## src/rtl/sky130_fd_io__sio_seq_pkg.sv

```systemverilog
// Shared types for the SIO macro sequencer: FSM states and the per-pad configuration record.
package sky130_fd_io__sio_seq_pkg;

    typedef enum logic [2:0] {
        OFF,
        ENABLE,
        REF_UP,
        SETTLE,
        IDLE,
        APPLY,
        RELEASE
    } seq_state_t;

    typedef struct packed {
        logic [2:0] dm;
        logic       vtrip;
        logic       ibuf;
        logic       vreg;
        logic       slow;
        logic       inp_dis;
    } pad_cfg_t;

    // Input buffer disabled is the safe power-down value for the pad.
    localparam pad_cfg_t PAD_CFG_RST = '{dm: 3'b000, vtrip: 1'b0, ibuf: 1'b0,
                                         vreg: 1'b0, slow: 1'b0, inp_dis: 1'b1};

endpackage

```

## src/rtl/sky130_fd_io__sio_macro_seq_if.sv

```systemverilog
// Sequencer bus: configuration requester handshake plus the SIO macro control pins.
interface sky130_fd_io__sio_macro_seq_if;

    logic       POWER_GOOD;
    logic       CFG_VALID;
    logic       CFG_READY;
    logic       CFG_PAD;
    logic [2:0] CFG_DM;
    logic       CFG_VTRIP;
    logic       CFG_IBUF;
    logic       CFG_VREG;
    logic       CFG_SLOW;
    logic       CFG_INP_DIS;
    logic       ENABLE_H;
    logic       ENABLE_VDDA_H;
    logic       HLD_H_N_REFGEN;
    logic       VREG_EN_REFGEN;
    logic [1:0] HLD_H_N;
    logic [2:0] DM0;
    logic [2:0] DM1;
    logic [1:0] VTRIP_SEL;
    logic [1:0] IBUF_SEL;
    logic [1:0] VREG_EN;
    logic [1:0] SLOW;
    logic [1:0] INP_DIS;
    logic       SEQ_DONE;

    modport master (
        output POWER_GOOD, CFG_VALID, CFG_PAD, CFG_DM, CFG_VTRIP, CFG_IBUF,
               CFG_VREG, CFG_SLOW, CFG_INP_DIS,
        input  CFG_READY, ENABLE_H, ENABLE_VDDA_H, HLD_H_N_REFGEN, VREG_EN_REFGEN,
               HLD_H_N, DM0, DM1, VTRIP_SEL, IBUF_SEL, VREG_EN, SLOW, INP_DIS, SEQ_DONE
    );

    modport slave (
        input  POWER_GOOD, CFG_VALID, CFG_PAD, CFG_DM, CFG_VTRIP, CFG_IBUF,
               CFG_VREG, CFG_SLOW, CFG_INP_DIS,
        output CFG_READY, ENABLE_H, ENABLE_VDDA_H, HLD_H_N_REFGEN, VREG_EN_REFGEN,
               HLD_H_N, DM0, DM1, VTRIP_SEL, IBUF_SEL, VREG_EN, SLOW, INP_DIS, SEQ_DONE
    );

endinterface

```

## src/rtl/sky130_fd_io__sio_seq_padcfg.sv

```systemverilog
// Per-pad configuration register with synchronous clear and load enable.
module sky130_fd_io__sio_seq_padcfg
    import sky130_fd_io__sio_seq_pkg::*;
(
    input  logic     clk,
    input  logic     rst_n,
    input  logic     clr,
    input  logic     load,
    input  pad_cfg_t d,
    output pad_cfg_t q
);

    always_ff @(posedge clk or negedge rst_n) begin
        if (!rst_n) begin
            q <= PAD_CFG_RST;
        end else if (clr) begin
            q <= PAD_CFG_RST;
        end else if (load) begin
            q <= d;
        end
    end

endmodule

```

## src/rtl/sky130_fd_io__sio_macro_seq.sv

```systemverilog
// SIO macro power-up / reconfiguration sequencer with registered control outputs.
// SIO_SEQ_FAST_SIM_EN forces settle=8 and hold=2 cycles for gate-level/mixed-signal runs.
module sky130_fd_io__sio_macro_seq
    import sky130_fd_io__sio_seq_pkg::*;
#(
    parameter int SETTLE_CYCLES = 1024,
    parameter int HOLD_CYCLES   = 16,
    parameter int CNT_W         = 11
)
(
    input  logic                          CLK,
    input  logic                          RESET_B,
    sky130_fd_io__sio_macro_seq_if.slave  bus
);

`ifdef SIO_SEQ_FAST_SIM_EN
    localparam int SETTLE_N = 8;
    localparam int HOLD_N   = 2;
`else
    localparam int SETTLE_N = SETTLE_CYCLES;
    localparam int HOLD_N   = HOLD_CYCLES;
`endif

    localparam logic [CNT_W-1:0] SETTLE_LAST = CNT_W'(SETTLE_N - 1);
    localparam logic [CNT_W-1:0] HOLD_LAST   = CNT_W'(HOLD_N - 1);

    seq_state_t       state;
    seq_state_t       state_nxt;
    logic [CNT_W-1:0] cnt;
    logic             xfer;
    logic             pg;
    pad_cfg_t         cfg_in;
    pad_cfg_t         cfg0;
    pad_cfg_t         cfg1;

    logic             en_q, en_nxt;
    logic             ref_q, ref_nxt;
    logic             done_q, done_nxt;
    logic             ready_q, ready_nxt;
    logic [1:0]       hold_q, hold_nxt;

    assign pg     = bus.POWER_GOOD;
    assign xfer   = bus.CFG_VALID & ready_q & (state == IDLE);
    assign cfg_in = {bus.CFG_DM, bus.CFG_VTRIP, bus.CFG_IBUF, bus.CFG_VREG,
                     bus.CFG_SLOW, bus.CFG_INP_DIS};

    always_ff @(posedge CLK or negedge RESET_B) begin
        if (!RESET_B) begin
            state <= OFF;
        end else begin
            state <= state_nxt;
        end
    end

    always_comb begin
        state_nxt = state;
        case (state)
            OFF:     if (pg) state_nxt = ENABLE;
            ENABLE:  state_nxt = REF_UP;
            REF_UP:  state_nxt = SETTLE;
            SETTLE:  if (cnt == SETTLE_LAST) state_nxt = IDLE;
            IDLE:    if (xfer) state_nxt = APPLY;
            APPLY:   if (cnt == HOLD_LAST) state_nxt = RELEASE;
            RELEASE: state_nxt = IDLE;
            default: state_nxt = OFF;
        endcase
        if (!pg) state_nxt = OFF;
    end

    always_ff @(posedge CLK or negedge RESET_B) begin
        if (!RESET_B) begin
            cnt <= '0;
        end else if (state == REF_UP || xfer) begin
            cnt <= '0;
        end else if (state == SETTLE || state == APPLY) begin
            cnt <= cnt + 1'b1;
        end
    end

    // Output values follow the current state one edge later, except that the
    // pad hold drops on the accepting edge together with the new configuration.
    always_comb begin
        en_nxt    = 1'b0;
        ref_nxt   = 1'b0;
        done_nxt  = 1'b0;
        ready_nxt = 1'b0;
        hold_nxt  = 2'b00;
        if (pg) begin
            en_nxt    = (state != OFF);
            ref_nxt   = (state != OFF) && (state != ENABLE);
            done_nxt  = (state == IDLE) || (state == APPLY) || (state == RELEASE);
            ready_nxt = (state == IDLE) && !xfer;
            case (state)
                IDLE:    hold_nxt = xfer ? (bus.CFG_PAD ? 2'b01 : 2'b10) : 2'b11;
                APPLY:   hold_nxt = hold_q;
                RELEASE: hold_nxt = 2'b11;
                default: hold_nxt = 2'b00;
            endcase
        end
    end

    always_ff @(posedge CLK or negedge RESET_B) begin
        if (!RESET_B) begin
            en_q    <= 1'b0;
            ref_q   <= 1'b0;
            done_q  <= 1'b0;
            ready_q <= 1'b0;
            hold_q  <= 2'b00;
        end else begin
            en_q    <= en_nxt;
            ref_q   <= ref_nxt;
            done_q  <= done_nxt;
            ready_q <= ready_nxt;
            hold_q  <= hold_nxt;
        end
    end

    sky130_fd_io__sio_seq_padcfg u_pad0 (
        .clk   (CLK),
        .rst_n (RESET_B),
        .clr   (!pg),
        .load  (xfer && !bus.CFG_PAD),
        .d     (cfg_in),
        .q     (cfg0)
    );

    sky130_fd_io__sio_seq_padcfg u_pad1 (
        .clk   (CLK),
        .rst_n (RESET_B),
        .clr   (!pg),
        .load  (xfer && bus.CFG_PAD),
        .d     (cfg_in),
        .q     (cfg1)
    );

    assign bus.ENABLE_H       = en_q;
    assign bus.ENABLE_VDDA_H  = en_q;
    assign bus.HLD_H_N_REFGEN = ref_q;
    assign bus.VREG_EN_REFGEN = ref_q;
    assign bus.SEQ_DONE       = done_q;
    assign bus.CFG_READY      = ready_q;
    assign bus.HLD_H_N        = hold_q;
    assign bus.DM0            = cfg0.dm;
    assign bus.DM1            = cfg1.dm;
    assign bus.VTRIP_SEL      = {cfg1.vtrip,   cfg0.vtrip};
    assign bus.IBUF_SEL       = {cfg1.ibuf,    cfg0.ibuf};
    assign bus.VREG_EN        = {cfg1.vreg,    cfg0.vreg};
    assign bus.SLOW           = {cfg1.slow,    cfg0.slow};
    assign bus.INP_DIS        = {cfg1.inp_dis, cfg0.inp_dis};

endmodule

```

## src/flat_wrapper.sv

```systemverilog
// flat-port wrapper written by rule: the top's interface ports become plain ports
module sky130_fd_io__sio_macro_seq_flat import sky130_fd_io__sio_seq_pkg::*;
#(
    parameter int SETTLE_CYCLES = 1024,
    parameter int HOLD_CYCLES   = 16,
    parameter int CNT_W         = 11
)
  (CLK, RESET_B, bus_POWER_GOOD, bus_CFG_VALID, bus_CFG_PAD, bus_CFG_DM, bus_CFG_VTRIP, bus_CFG_IBUF, bus_CFG_VREG, bus_CFG_SLOW, bus_CFG_INP_DIS, bus_CFG_READY, bus_ENABLE_H, bus_ENABLE_VDDA_H, bus_HLD_H_N_REFGEN, bus_VREG_EN_REFGEN, bus_HLD_H_N, bus_DM0, bus_DM1, bus_VTRIP_SEL, bus_IBUF_SEL, bus_VREG_EN, bus_SLOW, bus_INP_DIS, bus_SEQ_DONE);
  sky130_fd_io__sio_macro_seq_if bus_i ();
  input  logic CLK;
  input  logic RESET_B;
  input wire logic [$bits(bus_i.POWER_GOOD)-1:0] bus_POWER_GOOD;
  input wire logic [$bits(bus_i.CFG_VALID)-1:0] bus_CFG_VALID;
  input wire logic [$bits(bus_i.CFG_PAD)-1:0] bus_CFG_PAD;
  input wire logic [$bits(bus_i.CFG_DM)-1:0] bus_CFG_DM;
  input wire logic [$bits(bus_i.CFG_VTRIP)-1:0] bus_CFG_VTRIP;
  input wire logic [$bits(bus_i.CFG_IBUF)-1:0] bus_CFG_IBUF;
  input wire logic [$bits(bus_i.CFG_VREG)-1:0] bus_CFG_VREG;
  input wire logic [$bits(bus_i.CFG_SLOW)-1:0] bus_CFG_SLOW;
  input wire logic [$bits(bus_i.CFG_INP_DIS)-1:0] bus_CFG_INP_DIS;
  output wire logic [$bits(bus_i.CFG_READY)-1:0] bus_CFG_READY;
  output wire logic [$bits(bus_i.ENABLE_H)-1:0] bus_ENABLE_H;
  output wire logic [$bits(bus_i.ENABLE_VDDA_H)-1:0] bus_ENABLE_VDDA_H;
  output wire logic [$bits(bus_i.HLD_H_N_REFGEN)-1:0] bus_HLD_H_N_REFGEN;
  output wire logic [$bits(bus_i.VREG_EN_REFGEN)-1:0] bus_VREG_EN_REFGEN;
  output wire logic [$bits(bus_i.HLD_H_N)-1:0] bus_HLD_H_N;
  output wire logic [$bits(bus_i.DM0)-1:0] bus_DM0;
  output wire logic [$bits(bus_i.DM1)-1:0] bus_DM1;
  output wire logic [$bits(bus_i.VTRIP_SEL)-1:0] bus_VTRIP_SEL;
  output wire logic [$bits(bus_i.IBUF_SEL)-1:0] bus_IBUF_SEL;
  output wire logic [$bits(bus_i.VREG_EN)-1:0] bus_VREG_EN;
  output wire logic [$bits(bus_i.SLOW)-1:0] bus_SLOW;
  output wire logic [$bits(bus_i.INP_DIS)-1:0] bus_INP_DIS;
  output wire logic [$bits(bus_i.SEQ_DONE)-1:0] bus_SEQ_DONE;
  assign bus_i.POWER_GOOD = bus_POWER_GOOD;
  assign bus_i.CFG_VALID = bus_CFG_VALID;
  assign bus_i.CFG_PAD = bus_CFG_PAD;
  assign bus_i.CFG_DM = bus_CFG_DM;
  assign bus_i.CFG_VTRIP = bus_CFG_VTRIP;
  assign bus_i.CFG_IBUF = bus_CFG_IBUF;
  assign bus_i.CFG_VREG = bus_CFG_VREG;
  assign bus_i.CFG_SLOW = bus_CFG_SLOW;
  assign bus_i.CFG_INP_DIS = bus_CFG_INP_DIS;
  assign bus_CFG_READY = bus_i.CFG_READY;
  assign bus_ENABLE_H = bus_i.ENABLE_H;
  assign bus_ENABLE_VDDA_H = bus_i.ENABLE_VDDA_H;
  assign bus_HLD_H_N_REFGEN = bus_i.HLD_H_N_REFGEN;
  assign bus_VREG_EN_REFGEN = bus_i.VREG_EN_REFGEN;
  assign bus_HLD_H_N = bus_i.HLD_H_N;
  assign bus_DM0 = bus_i.DM0;
  assign bus_DM1 = bus_i.DM1;
  assign bus_VTRIP_SEL = bus_i.VTRIP_SEL;
  assign bus_IBUF_SEL = bus_i.IBUF_SEL;
  assign bus_VREG_EN = bus_i.VREG_EN;
  assign bus_SLOW = bus_i.SLOW;
  assign bus_INP_DIS = bus_i.INP_DIS;
  assign bus_SEQ_DONE = bus_i.SEQ_DONE;
  sky130_fd_io__sio_macro_seq #(.SETTLE_CYCLES(SETTLE_CYCLES), .HOLD_CYCLES(HOLD_CYCLES), .CNT_W(CNT_W)) u_core (.CLK(CLK), .RESET_B(RESET_B), .bus(bus_i));
endmodule
```

## config.mk

```make
export PLATFORM = sky130hd
export DESIGN_NAME = sky130_fd_io__sio_macro_seq_flat
export DESIGN_NICKNAME = d
export VERILOG_FILES = /design/src/rtl/sky130_fd_io__sio_seq_pkg.sv /design/src/rtl/sky130_fd_io__sio_macro_seq_if.sv /design/src/rtl/sky130_fd_io__sio_seq_padcfg.sv /design/src/rtl/sky130_fd_io__sio_macro_seq.sv /design/src/flat_wrapper.sv
export SDC_FILE = /design/constraint.sdc
export NUM_CORES = 1
export LEC_CHECK = 0
export CAP_MARGIN = 20
export CORE_ASPECT_RATIO = 0.75
export CORE_UTILIZATION = 45
export CTS_CLUSTER_DIAMETER = 100
export DETAILED_ROUTE_END_ITERATION = 16
export PLACE_DENSITY = 0.73
export SLEW_MARGIN = 30
export SYNTH_ARGS = -nofsm -noshare
export SYNTH_HDL_FRONTEND = slang
export SYNTH_SLANG_ARGS = --single-unit
export TNS_END_PERCENT = 100
```

## constraint.sdc

```tcl
create_clock -name CLK -period 2.2 [get_ports CLK]
set_clock_uncertainty 0.05 [all_clocks]
set_input_delay 0.22 -clock CLK [delete_from_list [all_inputs] [get_ports CLK]]
set_output_delay 0.22 -clock CLK [all_outputs]
set_load 0.01 [all_outputs]
```

== Yosys cells after proc, flatten, opt, wreduce, memory -nomap -nowiden ==
Index checks and enable logic that the tools add are counted.

* Logic and storage cells: 70
* Register bits after elaboration: 36
* Memories: 0
* Bits in latches: 0
* Memory bits (writable): 0
* Output and inout port bits: 24
* Input bits: 13
* Memory bits (read-only): 0

* Eq/ne operators: 15
* Add/sub/neg operators: 1
* Multiplexer cells: 19
* $lt $le $gt $ge: 0
* Bitwise gates (word level): 2
* Divide/modulo/power cells: 0
* Shift-type cells: 0
* Reduce and logical (&&, ||, !) cells: 14
* Multipliers: 0

{| class="wikitable"
|+ Operators by type and width
! cell !! count
|-
| two-way mux 8 bit || 4
|-
| two-way mux 11 bit || 2
|-
| one-hot mux 3 bit (7 select lines) || 1
|-
| two-way mux 3 bit || 4
|-
| adder 11 x 1 -> 11 bit (second input constant) || 1
|-
| == test 11 x 10 -> 1 bit (second input constant) || 1
|-
| == test 11 x 4 -> 1 bit (second input constant) || 1
|-
| == test 3 bit (second input constant) || 3
|-
| != test 3 x 2 -> 1 bit (second input constant) || 3
|-
| == test 3 x 2 -> 1 bit (second input constant) || 2
|-
| two-way mux 2 bit || 3
|-
| one-hot mux 2 bit (3 select lines) || 1
|-
| logical AND 1 bit || 4
|-
| logical OR 1 bit || 4
|-
| two-way mux 1 bit || 4
|-
| != test 2 x 1 -> 1 bit (second input constant) || 2
|-
| == test 3 x 1 -> 1 bit (second input constant) || 1
|-
| zero test 3 bit || 1
|-
| != test 3 x 1 -> 1 bit (second input constant) || 1
|-
| AND reduction 3 bit || 1
|-
| nonzero test 3 bit || 1
|-
| AND 1 bit || 2
|-
| zero test 1 bit || 2
|-
| != test 2 bit (second input constant) || 1
|-
| nonzero test 2 bit || 1
|}

== Logic depth before layout (Yosys ltp) ==
* Depth after elaboration: 5
* Depth in mapped cells: 6
* Gate-level depth less buffers: 5

== Hierarchy ==
From an unflattened synthesis, not the netlist that was laid out.

* Cells, all modules: 159
* Area total of the unflattened synthesis: 1711.6 µm²

{| class="wikitable"
|+ By module, submodules not included
! module !! cells an instance !! area each (µm²) !! instances
|-
| sky130_fd_io__sio_macro_seq || 107 || 1051.0 || 1
|-
| sky130_fd_io__sio_seq_padcfg || 26 || 330.3 || 2
|}

== Least setup slack after synthesis ==
No wires, ideal clock.

* Path type: flip-flop to flip-flop
* Start point: register u_core.state[0]
* End point: register u_core.u_pad1.q[1] (netlist bit)
* Required time: 2030 ps
* Period minus slack after synthesis: 1645 ps
* Setup slack: 555 ps
* Library setup time: 120 ps
* Arrival: 1475 ps
* Stages on the path, launching flop included: 7
* Cell sequence: dfrtp_1 -> buf_2 -> nand2b_1 -> or4_1 -> buf_2 -> mux2i_1 -> nor2b_1

* Cells in the longest elaborated chain, start to end: 4

{| class="wikitable"
|+ RTL lines
! what !! line !! RTL
|-
| start, declared || sky130_fd_io__sio_macro_seq.sv:27 || <nowiki>seq_state_t state;</nowiki>
|-
| start signal, assigned || sky130_fd_io__sio_macro_seq.sv:51 || <nowiki>state <= state_nxt;</nowiki>
|-
| == test 3 bit || sky130_fd_io__sio_macro_seq.sv:43 || <nowiki>assign xfer = bus.CFG_VALID & ready_q & (state == IDLE);</nowiki>
|-
| AND 1 bit || sky130_fd_io__sio_macro_seq.sv:43 ||
|-
| logical AND 1 bit || sky130_fd_io__sio_macro_seq.sv:131 || <nowiki>.load (xfer && bus.CFG_PAD),</nowiki>
|-
| != test 2 x 1 -> 1 bit (no source line) || - ||
|-
| end signal, assigned || sky130_fd_io__sio_seq_padcfg.sv:15 || <nowiki>q <= PAD_CFG_RST;</nowiki>
|-
| end signal, assigned || sky130_fd_io__sio_seq_padcfg.sv:17 || <nowiki>q <= PAD_CFG_RST;</nowiki>
|-
| end signal, assigned || sky130_fd_io__sio_seq_padcfg.sv:19 || <nowiki>q <= d;</nowiki>
|-
| end, declared || sky130_fd_io__sio_seq_padcfg.sv:10 || <nowiki>output pad_cfg_t q</nowiki>
|}

Every way passes these cells.
A chain may end at the register's enable or synchronous reset.

== Worst setup path in the final report ==
* Start point: register u_core.state[2]
* End point: register u_core.u_pad1.q[5] (netlist bit)

The elaborated chain is that of the path after synthesis.

==> impl_metrics.json <==
{
  "drt-initial-drc-count": 92,
  "cts_setup_buffers": 0,
  "ir_worst_vdd_v": 0.000461,
  "port-buffer-count": 36,
  "power_uw": 1920,
  "grt_start_max_net_pins": 37,
  "clock.fmax_ghz": 0.541,
  "nFillCells": 308,
  "finalInstanceArea_um2": 2310,
  "p_clk_frac": 0.327,
  "p_per_area_nw_per_um2": 831,
  "holdBufCountCts": 0,
  "p_sw_frac": 0.290,
  "detail-route-antenna-nets": 0,
  "initial_core_util": 0.473,
  "fin_tns_setup_ns": 0,
  "routedWlPerCell_um": 14.2,
  "drive_above_1_share": 0.114,
  "worst_slew_margin_rel": 0.668,
  "syn_nets": 173,
  "clockBufferDepth": 2,
  "nets": 215,
  "syn_area_per_cell_um2": 10.9,
  "die_h_um": 55.7,
  "hold_slack_ns": 0.297,
  "n_antenna_cell": 0,
  "hpwlAfterDp_mm": 2.60,
  "final_hold_viol_count": 0,
  "yosys_warnings": 0,
  "r2r_start": "u_core.state[2]",
  "ys_ff_latch": 36,
  "path_clk_slew_ns": 0.07,
  "drc": 0,
  "overflow": 0,
  "crit_fanout": 9,
  "antenna_found_initial": 0,
  "crit_family": "simple AND/OR/NAND/NOR gates",
  "routed_wl_mm": 3.61,
  "vias": 1323,
  "r2r_cells": 4,
  "cts.sinks": 36,
  "row_count": 19,
  "seq_area_frac_synth": 0.521,
  "cp.arrival_ns": 1.97,
  "finalMaxSlewViolations": 0,
  "netlist_area_um2": 1730,
  "area_growth_pct": 33.2,
  "cts_tree": "built",
  "yosysUniqueCellTypes": 40,
  "vias_per_cell": 5.21,
  "grt.total_usage": 0.199,
  "start_kind": "flip-flop",
  "cp_slowest_cell": "or4_1",
  "p_switching_uw": 556,
  "critical_path_class": "flip-flop to flip-flop",
  "final-setup-viol-count": 0,
  "dpl_cell_area_um2": 2180,
  "reg2reg_setup_slack_ns": 0.35,
  "cts_max_level": 2,
  "dieArea_um2": 4110,
  "worstPathRequired_ns": 2.32,
  "cp.buffers_inverters": 0,
  "cts_made_buffers": 5,
  "seqPwrFrac": 0.419,
  "worstPathCellList": "nand2b_1 > or4_1 > mux2i_1 > nor2b_1",
  "drv_cap": 0,
  "cts-resized-gates": 0,
  "ctsRootBufferMaster": "clkbuf_8",
  "tightest_slew_ns": 0.498,
  "utilization": 0.631,
  "die_x_um": 73.7,
  "combPwrFrac": 0.254,
  "place_congestion": 0.798,
  "hp-class": "input port to asynchronous set/reset pin",
  "synth_cells": 159,
  "core-area_um2": 3660,
  "critPathCaptureType": "flip-flop",
  "regArea_um2": 903,
  "insertion_delay_ns": 0.29,
  "grt_pass1_wl_mm": 6.04,
  "regToRegEndpoint": "u_core.u_pad1.q[5]",
  "io_pins": 37,
  "grt_pass1_vias": 1332,
  "drt-pass1-iter-count": 4,
  "min_period_ns": 1.85,
  "status": "finished clean",
  "rsz0062_at_grt": "false",
  "multi_input_comb_area_um2": 774,
  "p_leak_uw": 0.00104,
  "post-route-period-util": 0.841,
  "cp_slowest_stage_delay_ns": 0.75,
  "power.internal_uw": 1360,
  "cp.depth": 4
}
==> power groups by stage <==
stage	registers [µW]	logic (µW)	clock network [µW]
floorplan	798	306	0
global placement	811	467	0
detailed placement	814	483	0
CTS	803	484	641
global route	815	538	666
finish	803	487	627
==> synthesized netlist by cell type <==
cell | n | area, µm²
buf_2 | 4 | 20.0
a31o_1 | 1 | 8.76
ha_1 | 1 | 12.5
and4_1 | 1 | 8.76
o31ai_1 | 4 | 30.0
or3b_1 | 1 | 8.76
nor4_1 | 1 | 6.26
nor2b_1 | 14 | 87.6
o21ai_0 | 5 | 25.0
a21o_1 | 1 | 7.51
and4b_1 | 1 | 10.0
o21a_1 | 2 | 15.0
or4_1 | 3 | 22.5
nor2_1 | 5 | 18.8
o211ai_1 | 2 | 15.0
xnor2_1 | 1 | 8.76
or3_1 | 2 | 12.5
nand4_2 | 1 | 12.5
inv_1 | 3 | 11.3
nand4_1 | 3 | 18.8
nand2b_1 | 2 | 12.5
a31oi_1 | 1 | 6.26
nand3_1 | 6 | 30.0
xor2_1 | 5 | 43.8
and2_1 | 3 | 18.8
nand3b_1 | 1 | 7.51
a21oi_1 | 5 | 25.0
nand2_1 | 11 | 41.3
and3_1 | 3 | 18.8
a41oi_1 | 1 | 8.76
clkbuf_1 | 4 | 15.0
nor3b_1 | 1 | 7.51
nand4b_1 | 2 | 17.5
dfrtp_1 | 34 | 851
dfstp_2 | 2 | 52.6
buf_4 | 2 | 15.0
o31a_1 | 1 | 8.76
mux2i_1 | 17 | 170
xor2_2 | 1 | 16.3
or2_2 | 1 | 6.26
==> state kept, by name, indices dropped and copies added (netlist names) <==
register,cells
u_core.bus.ENABLE_H,1
u_core.state,3
u_core.bus.HLD_H_N,2
u_core.u_pad1.q,8
u_core.bus.CFG_READY,1
u_core.u_pad0.q,8
u_core.bus.HLD_H_N_REFGEN,1
u_core.cnt,11
u_core.bus.SEQ_DONE,1
==> final cells by class <==
class                      count  share of cell area
sequential                    36               0.391
multi-input combinational    110               0.336
timing repair buffer          45               0.185
clock buffer                   7              0.0417
tap                           52              0.0282
clock inverter                 1              0.0130
inverter                       3             0.00488
==> per-layer routing <==
layer / up-vias / global-route usage / routed length, µm
li1: 642 / - / -
met1: 647 / 0.274 / 1800
met2: 28 / 0.296 / 1650
met3: 6 / 0.0543 / 116
met4: 0 / 0.0797 / 41
met5: - / 0 / 0
==> logic make-up after synthesis <==
| kind of cell | count (synthesis) | synth area share |
|---|---|---|
| buffers and inverters | 13 | 0.0354 |
| AO/OA/AOI/OAI | 23 | 0.0866 |
| XOR/XNOR | 7 | 0.0397 |
| adder cells (fa/ha/maj) | 1 | 0.00722 |
| multiplexers | 17 | 0.0982 |
| AND/OR/NAND/NOR | 62 | 0.212 |
| flip-flops | 36 | 0.521 |
==> worst max path at each step <==
stage,from,endpoint
2_1_floorplan,u_core.state[0],u_core.u_pad1.q[1]
3_3_place_gp,bus_CFG_PAD,u_core.u_pad1.q[1]
3_5_place_dp,bus_CFG_PAD,u_core.u_pad1.q[5]
4_1_cts,u_core.state[2],u_core.u_pad1.q[5]
5_1_grt,u_core.state[2],u_core.u_pad1.q[5]
6_report,u_core.state[2],u_core.u_pad1.q[5]
==> layout by cell type (no fill, tap or decap), types with 2 or more instances in the layout <==
cell type	netlist	layout
and3_1	3	3
buf_4	2	9
clkbuf_8	0	7
o211ai_1	2	2
xor2_1	5	5
nand2b_1	2	2
mux2i_1	17	17
nor2b_1	14	14
nand2_1	11	11
o31ai_1	4	4
clkdlybuf4s50_1	0	36
dfstp_2	2	2
or3_1	2	2
a21oi_1	5	5
nand3_1	6	6
o21a_1	2	2
inv_1	3	3
dfrtp_1	34	34
o21ai_0	5	5
nand4b_1	2	2
nand4_1	3	3
and2_1	3	3
nor2_1	5	5
or4_1	3	3
==> metrics by stage <==
step | worst slack [ns] | instances
after floorplan | 0.555 | 159
after global placement | 0.223 | 246
after detailed placement | 0.141 | 246
after CTS | 0.344 | 254
after global routing | 0.270 | 254
final | 0.351 | 254
No activity file was read; power rests on OpenSTA's default activity.
